<file path="src/rtl/alu_pkg.sv">
// Shared definitions for the FU<->ALU CSR responder: opcode values, FSM states,
// CSR bit positions and the state-to-CSR_ALU_OUT encoding.
package alu_pkg;

    localparam logic [3:0] OP_ADD  = 4'h0;
    localparam logic [3:0] OP_SUB  = 4'h1;
    localparam logic [3:0] OP_AND  = 4'h2;
    localparam logic [3:0] OP_OR   = 4'h3;
    localparam logic [3:0] OP_XOR  = 4'h4;
    localparam logic [3:0] OP_SLL  = 4'h5;
    localparam logic [3:0] OP_SRL  = 4'h6;
    localparam logic [3:0] OP_SRA  = 4'h7;
    localparam logic [3:0] OP_SLT  = 4'h8;
    localparam logic [3:0] OP_SLTU = 4'h9;
    localparam logic [3:0] OP_MUL  = 4'hA;

    // CSR_ALU_OUT bit positions
    localparam int CSR_OP1_RDY = 0;
    localparam int CSR_OP2_RDY = 1;
    localparam int CSR_RES_VLD = 2;
    // CSR_ALU_IN bit positions
    localparam int CSR_PROTECT = 0;
    localparam int CSR_OP1_STB = 1;
    localparam int CSR_OP2_STB = 2;

    localparam int CNT_W = 5;

    typedef enum logic [1:0] {
        S_WAIT_OP1 = 2'd0,
        S_WAIT_OP2 = 2'd1,
        S_EXEC     = 2'd2,
        S_VALID    = 2'd3
    } state_t;

    function automatic logic [2:0] csr_encode(input state_t st);
        logic [2:0] enc;
        case (st)
            S_WAIT_OP1: enc = 3'b001;
            S_WAIT_OP2: enc = 3'b010;
            S_EXEC:     enc = 3'b000;
            S_VALID:    enc = 3'b100;
            default:    enc = 3'b001;
        endcase
        return enc;
    endfunction

endpackage

</file>
<file path="src/rtl/alu_core.sv">
// Combinational ALU function f(aluop, a, b). Multiply exists only when
// ALU_MUL_EN is defined; otherwise opcode A yields zero.
module alu_core
    import alu_pkg::*;
#(
    parameter int DW  = 32,
    parameter int OPW = 4
) (
    input  logic [OPW-1:0] i_aluop,
    input  logic [DW-1:0]  i_a,
    input  logic [DW-1:0]  i_b,
    output logic [DW-1:0]  o_y
);

    logic [4:0] w_shamt;

    assign w_shamt = i_b[4:0];

    // Result selection; unused opcodes B..F fall through to zero
    always_comb begin
        o_y = {DW{1'b0}};
        case (i_aluop)
            OP_ADD:  o_y = i_a + i_b;
            OP_SUB:  o_y = i_a - i_b;
            OP_AND:  o_y = i_a & i_b;
            OP_OR:   o_y = i_a | i_b;
            OP_XOR:  o_y = i_a ^ i_b;
            OP_SLL:  o_y = i_a << w_shamt;
            OP_SRL:  o_y = i_a >> w_shamt;
            OP_SRA:  o_y = $signed(i_a) >>> w_shamt;
            OP_SLT:  o_y = {{(DW-1){1'b0}}, ($signed(i_a) < $signed(i_b))};
            OP_SLTU: o_y = {{(DW-1){1'b0}}, (i_a < i_b)};
`ifdef ALU_MUL_EN
            OP_MUL:  o_y = i_a * i_b;
`else
            OP_MUL:  o_y = {DW{1'b0}};
`endif
            default: o_y = {DW{1'b0}};
        endcase
    end

endmodule

</file>
<file path="src/rtl/alu_csr_responder.sv">
// Responder side of the FU<->ALU CSR handshake. Optional multiplier enabled by
// the ALU_MUL_EN macro (adds two cycles of latency to opcode A).
module alu_csr_responder
    import alu_pkg::*;
#(
    parameter int DW           = 32,
    parameter int OPW          = 4,
    parameter int EXEC_LATENCY = 2
) (
    input  logic           clk,
    input  logic           rst,
    input  logic [DW-1:0]  OP1,
    input  logic [DW-1:0]  OP2,
    input  logic [OPW-1:0] ALUOP,
    input  logic [2:0]     CSR_ALU_IN,
    output logic [2:0]     CSR_ALU_OUT,
    output logic [DW-1:0]  OP3
);

    localparam logic [CNT_W-1:0] LAT_BASE = CNT_W'(EXEC_LATENCY - 1);
`ifdef ALU_MUL_EN
    localparam logic [CNT_W-1:0] LAT_MUL  = CNT_W'(EXEC_LATENCY + 1);
`endif

    state_t           r_state;
    state_t           w_state_next;
    logic [DW-1:0]    r_op1;
    logic [DW-1:0]    r_op2;
    logic [OPW-1:0]   r_aluop;
    logic [CNT_W-1:0] r_cnt;
    logic             r_prot_seen;
    logic [2:0]       r_csr_out;
    logic [DW-1:0]    r_op3;

    logic             w_op1_load;
    logic             w_op2_load;
    logic             w_exec_done;
    logic             w_release;
    logic [CNT_W-1:0] w_cnt_load;
    logic [2:0]       w_csr_cur;
    logic [DW-1:0]    w_alu_y;

    assign w_op1_load  = (r_state == S_WAIT_OP1) && CSR_ALU_IN[CSR_OP1_STB];
    assign w_op2_load  = (r_state == S_WAIT_OP2) && CSR_ALU_IN[CSR_OP2_STB];
    assign w_exec_done = (r_state == S_EXEC) && (r_cnt == {CNT_W{1'b0}});
    assign w_release   = (r_state == S_VALID) && r_prot_seen && !CSR_ALU_IN[CSR_PROTECT];

`ifdef ALU_MUL_EN
    assign w_cnt_load = (ALUOP == OP_MUL) ? LAT_MUL : LAT_BASE;
`else
    assign w_cnt_load = LAT_BASE;
`endif

    alu_core #(
        .DW  (DW),
        .OPW (OPW)
    ) u_core (
        .i_aluop (r_aluop),
        .i_a     (r_op1),
        .i_b     (r_op2),
        .o_y     (w_alu_y)
    );

    // FSM state register
    always_ff @(posedge clk) begin
        if (rst) begin
            r_state <= S_WAIT_OP1;
        end else begin
            r_state <= w_state_next;
        end
    end

    // FSM next-state logic
    always_comb begin
        w_state_next = r_state;
        case (r_state)
            S_WAIT_OP1: begin
                if (w_op1_load) w_state_next = S_WAIT_OP2;
                else            w_state_next = S_WAIT_OP1;
            end
            S_WAIT_OP2: begin
                if (w_op2_load) w_state_next = S_EXEC;
                else            w_state_next = S_WAIT_OP2;
            end
            S_EXEC: begin
                if (w_exec_done) w_state_next = S_VALID;
                else             w_state_next = S_EXEC;
            end
            S_VALID: begin
                if (w_release) w_state_next = S_WAIT_OP1;
                else           w_state_next = S_VALID;
            end
            default: w_state_next = S_WAIT_OP1;
        endcase
    end

    // FSM output decode: CSR flags follow the current state one cycle later
    always_comb begin
        w_csr_cur = csr_encode(r_state);
    end

    // Registered CSR flags
    always_ff @(posedge clk) begin
        if (rst) begin
            r_csr_out <= 3'b001;
        end else begin
            r_csr_out <= w_csr_cur;
        end
    end

    // Operand capture, latency counter, protect tracking and result register
    always_ff @(posedge clk) begin
        if (rst) begin
            r_op1       <= {DW{1'b0}};
            r_op2       <= {DW{1'b0}};
            r_aluop     <= {OPW{1'b0}};
            r_cnt       <= {CNT_W{1'b0}};
            r_prot_seen <= 1'b0;
            r_op3       <= {DW{1'b0}};
        end else begin
            if (w_op1_load) begin
                r_op1 <= OP1;
            end
            if (w_op2_load) begin
                r_op2   <= OP2;
                r_aluop <= ALUOP;
                r_cnt   <= w_cnt_load;
            end else if ((r_state == S_EXEC) && (r_cnt != {CNT_W{1'b0}})) begin
                r_cnt <= r_cnt - {{(CNT_W-1){1'b0}}, 1'b1};
            end
            if (w_exec_done) begin
                r_op3 <= w_alu_y;
            end
            // prot_seen only means something while the result is being held
            if (w_release) begin
                r_prot_seen <= 1'b0;
            end else if ((r_state == S_VALID) && CSR_ALU_IN[CSR_PROTECT]) begin
                r_prot_seen <= 1'b1;
            end
        end
    end

    assign CSR_ALU_OUT = r_csr_out;
    assign OP3         = r_op3;

endmodule

</file>
<file path="config.mk">
export PLATFORM = sky130hd
export DESIGN_NAME = alu_csr_responder
export DESIGN_NICKNAME = d
export VERILOG_FILES = /design/src/rtl/alu_pkg.sv /design/src/rtl/alu_core.sv /design/src/rtl/alu_csr_responder.sv
export SDC_FILE = /design/constraint.sdc
export NUM_CORES = 1
export LEC_CHECK = 0
export CAP_MARGIN = 25
export CORE_MARGIN = 1
export CORE_UTILIZATION = 48
export DETAILED_ROUTE_END_ITERATION = 10
export PLACE_DENSITY_LB_ADDON = 0.05
export SLEW_MARGIN = 40
export SYNTH_ARGS = -nofsm -noshare
export SYNTH_HDL_FRONTEND = slang
export SYNTH_SLANG_ARGS = --single-unit
</file>
<file path="constraint.sdc">
create_clock -name clk -period 4.1 [get_ports clk]
set_input_delay 0.615 -clock clk [delete_from_list [all_inputs] [get_ports clk]]
set_output_delay 0.615 -clock clk [all_outputs]
set_load 0.02 [all_outputs]
</file>
==> flow_metrics.py <==
metrics = {
    "cts": {
        "max-clock-path-buffers": 2,
        "clkTransAtPathRegs_ns": 0.09,
        "cts_tree": "yes",
        "ctsResizeCount": 0,
        "cts_buffers": 9,
        "h-tree-depth": 3,
        "root_buffer": "clkbuf_16",
        "ctsHoldBuffers": 0,
        "cts.sinks": 111,
        "clk-insertion-delay-late_ns": 0.38,
        "cts_setup_buffers": 0,
    },
    "sta": {
        "tightest_slew_ns": 0.916,
        "rsz0062_at_grt": "false",
        "fmax_mhz": 268,
        "hold_viol": 0,
        "fin_crit_sh": 0.911,
        "final.setup.tns_ns": 0,
        "final.setup_skew_ns": 0.0109,
        "worst_slack_ns": 0.364,
        "setup_viol": 0,
        "slew_headroom": 0.387,
        "fin_crit_ns": 3.74,
        "finalMaxSlewViolations": 0,
    },
    "min_path": {
        "holdPathStages": 2,
        "hold_start": "OP3[3]",
        "hold_class": "register to register",
    },
    "layout": {
        "multiInputGateArea_mm2": 0.00947,
        "nets": 1979,
        "layout-drive-gt1-share": 0.101,
        "ff_latch_area_mm2": 0.00223,
        "area_growth_pct": 14.6,
        "fill_cells": 2494,
        "n_antenna_cell": 0,
        "stdcell_area_mm2": 0.0144,
    },
    "synthesis": {
        "synth.top_cell.area_share": 0.176,
        "synth_top_area_cell": "dfxtp_1",
        "yosysWarnings": 0,
        "postSynthCellCount": 1754,
        "synth_top_flop_cell": "dfxtp_1",
        "netlist_area_mm2": 0.0126,
        "syn-mean-instance-area_um2": 7.18,
        "synth_cell_type_count": 82,
        "async_reset_ff_frac": 0,
        "syn_nets": 1928,
        "synth.area.top_cells": "dfxtp_1 18%, ha_1 9.8%, a21oi_1 8.5%",
        "synth_seq_cells": 111,
        "synth-edff-count": 0,
        "yosysSeqAreaShare": 0.176,
    },
    "global_route": {
        "grt_pass1_wl_um": 83000,
        "grt_usage": 0.418,
        "grt_start_max_net_pins": 66,
        "grt-ovfl-total": 0,
        "grt_pass1_vias": 13400,
        "antenna_found_initial": 0,
    },
    "power": {
        "p_per_area_mw_per_mm2": 271,
        "ir_drop_v": 0.000249,
        "p_leak_nw": 5.47,
    },
    "setup_path": {
        "startpoint_type": "register",
        "crit_arrival_ns": 4.03,
        "critPathMaxFanout": 11,
        "required_ns": 4.39,
        "critPathLaunch": "r_op1[1]",
        "r2r-start": "r_op1[1]",
        "critPathKind": "register to register",
        "end_kind": "register",
        "rr_worst_depth": 11,
    },
    "route": {
        "drt_iter0_drc": 1920,
        "viasPerCell": 6.69,
        "routedWlPerCell_um": 26.2,
        "num_vias": 14300,
        "drc": 0,
        "postRouteAntennaNets": 0,
        "routed_wirelength_um": 56200,
        "dr.pass1.iters": 6,
    },
    "die": {
        "coreArea_mm2": 0.0255,
        "die_y_um": 164,
        "initial_core_util": 0.495,
        "die_w_um": 164,
        "ios": 108,
        "rows": 58,
        "die_area_mm2": 0.0269,
    },
    "place": {
        "routabilityCongestion": 1.04,
        "place_area_mm2": 0.0141,
        "place_ws_ns": 0.504,
        "port_buffers": 107,
        "dp_hpwl_um": 42400,
    },
    "status": {
        "outcome": "completed",
    },
    "run": {
        "max_cap_violations": 0,
    },
}
-- cells in the mapped netlist (all sizes together) (9+ instances only) --
cell     instances
dfxtp          111
nor2b           14
o22ai           13
buf             30
o21bai          11
o2111ai          9
xnor2            9
nor2           165
o21ai          102
ha              99
mux4            44
nor3            33
a21o            17
o221ai          10
o31ai           12
inv            106
and3            10
and2             9
o211ai          22
nand3           36
mux2            23
nand2          267
a21oi          216
or3             12
a22o             9
a211oi          30
a31oi           20
mux2i           52
nand2b           9
a221oi          19
clkbuf         111
nand4            9
a2111oi         10
-- report_power, final --
group          internal (W)  switching [W]
registers           0.00113      0.0000856
logic              0.000638        0.00110
clock network      0.000435       0.000529
total               0.00220        0.00171
-- critical path: stages (launching register included) --
cell	delay, ns
dfxtp_1	0.60
inv_1	0.12
ha_1	0.35
o21ba_1	0.22
nor4_1	0.38
o311a_1	0.31
o21ai_1	0.20
o221a_2	0.34
or4_1	0.56
a211oi_1	0.26
a311oi_1	0.07
a211oi_1	0.25
-- area by class of cell --
| type | count | area share |
|---|---|---|
| Clock inverter | 7 | 0.00529 |
| Inverter | 106 | 0.0276 |
| Timing Repair Buffer | 181 | 0.112 |
| Sequential cell | 111 | 0.154 |
| Tap cell | 330 | 0.0286 |
| Multi-Input combinational cell | 1396 | 0.656 |
| Clock buffer | 9 | 0.0156 |
-- through the flow --
stage / util / hold WS [ns] / power [W] / instances
floorplan: - / 0.432 / 0.00229 / 1754
global placement: 0.555 / 0.433 / 0.00290 / 2124
detailed placement: 0.555 / 0.443 / 0.00291 / 2124
CTS: 0.567 / 0.459 / 0.00387 / 2140
global route: 0.567 / 0.486 / 0.00406 / 2140
finish: 0.567 / 0.452 / 0.00392 / 2140
-- kinds of logic (layout without fill, tap and decap cells) --
| logic type | count (synthesis) | after routing | synth area share |
|---|---|---|---|
| and+or+nand+nor | 594 | 594 | 0.206 |
| AOI/OAI and AO/OA | 571 | 571 | 0.292 |
| xor gates and xnor gates | 11 | 11 | 0.00765 |
| DFF | 111 | 111 | 0.176 |
| adders and majority gates | 101 | 101 | 0.101 |
| muxes | 119 | 119 | 0.140 |
| buffers and inverters | 247 | 303 | 0.0757 |
-- layout by cell type, fill, tap and decap left out, drive strengths merged, types with 10 or more instances in the layout --
cell | synthesis | final
a211oi | 30 | 30
o211ai | 22 | 22
a2111oi | 10 | 10
nor2b | 14 | 14
a221oi | 19 | 19
a31oi | 20 | 20
o22ai | 13 | 13
o221ai | 10 | 10
or3 | 12 | 12
o21ai | 102 | 102
nand3 | 36 | 36
a21o | 17 | 17
mux2i | 52 | 52
o21bai | 11 | 11
o31ai | 12 | 12
nor2 | 165 | 165
mux2 | 23 | 23
inv | 106 | 109
ha | 99 | 99
mux4 | 44 | 44
a21oi | 216 | 216
dfxtp | 111 | 111
and3 | 10 | 10
nor3 | 33 | 33
nand2 | 267 | 267
clkdlybuf4s50 | 0 | 106
buf | 30 | 75
-- flip-flops by register name, indices dropped and copies added, names as in the netlist --
signal,cells
r_prot_seen,1
r_op2,32
r_aluop,4
CSR_ALU_OUT,3
OP3,32
r_state,2
r_cnt,5
r_op1,32
-- layer usage --
layer	vias to the layer above	wire length, um	global-route usage
li1	6457	-	-
met1	6763	23200	0.583
met2	948	23700	0.617
met3	156	6740	0.0866
met4	0	2500	0.181
met5	-	0	0
-- path summary, 6_finish.rpt --
path                  end  slack (ns)
hold reg to reg    OP3[3]        0.45
setup reg to reg  OP3[29]        0.36
hold / removal     OP3[3]        0.45
setup / recovery  OP3[29]        0.36
Note: power is estimated with default switching activity, not from simulation.
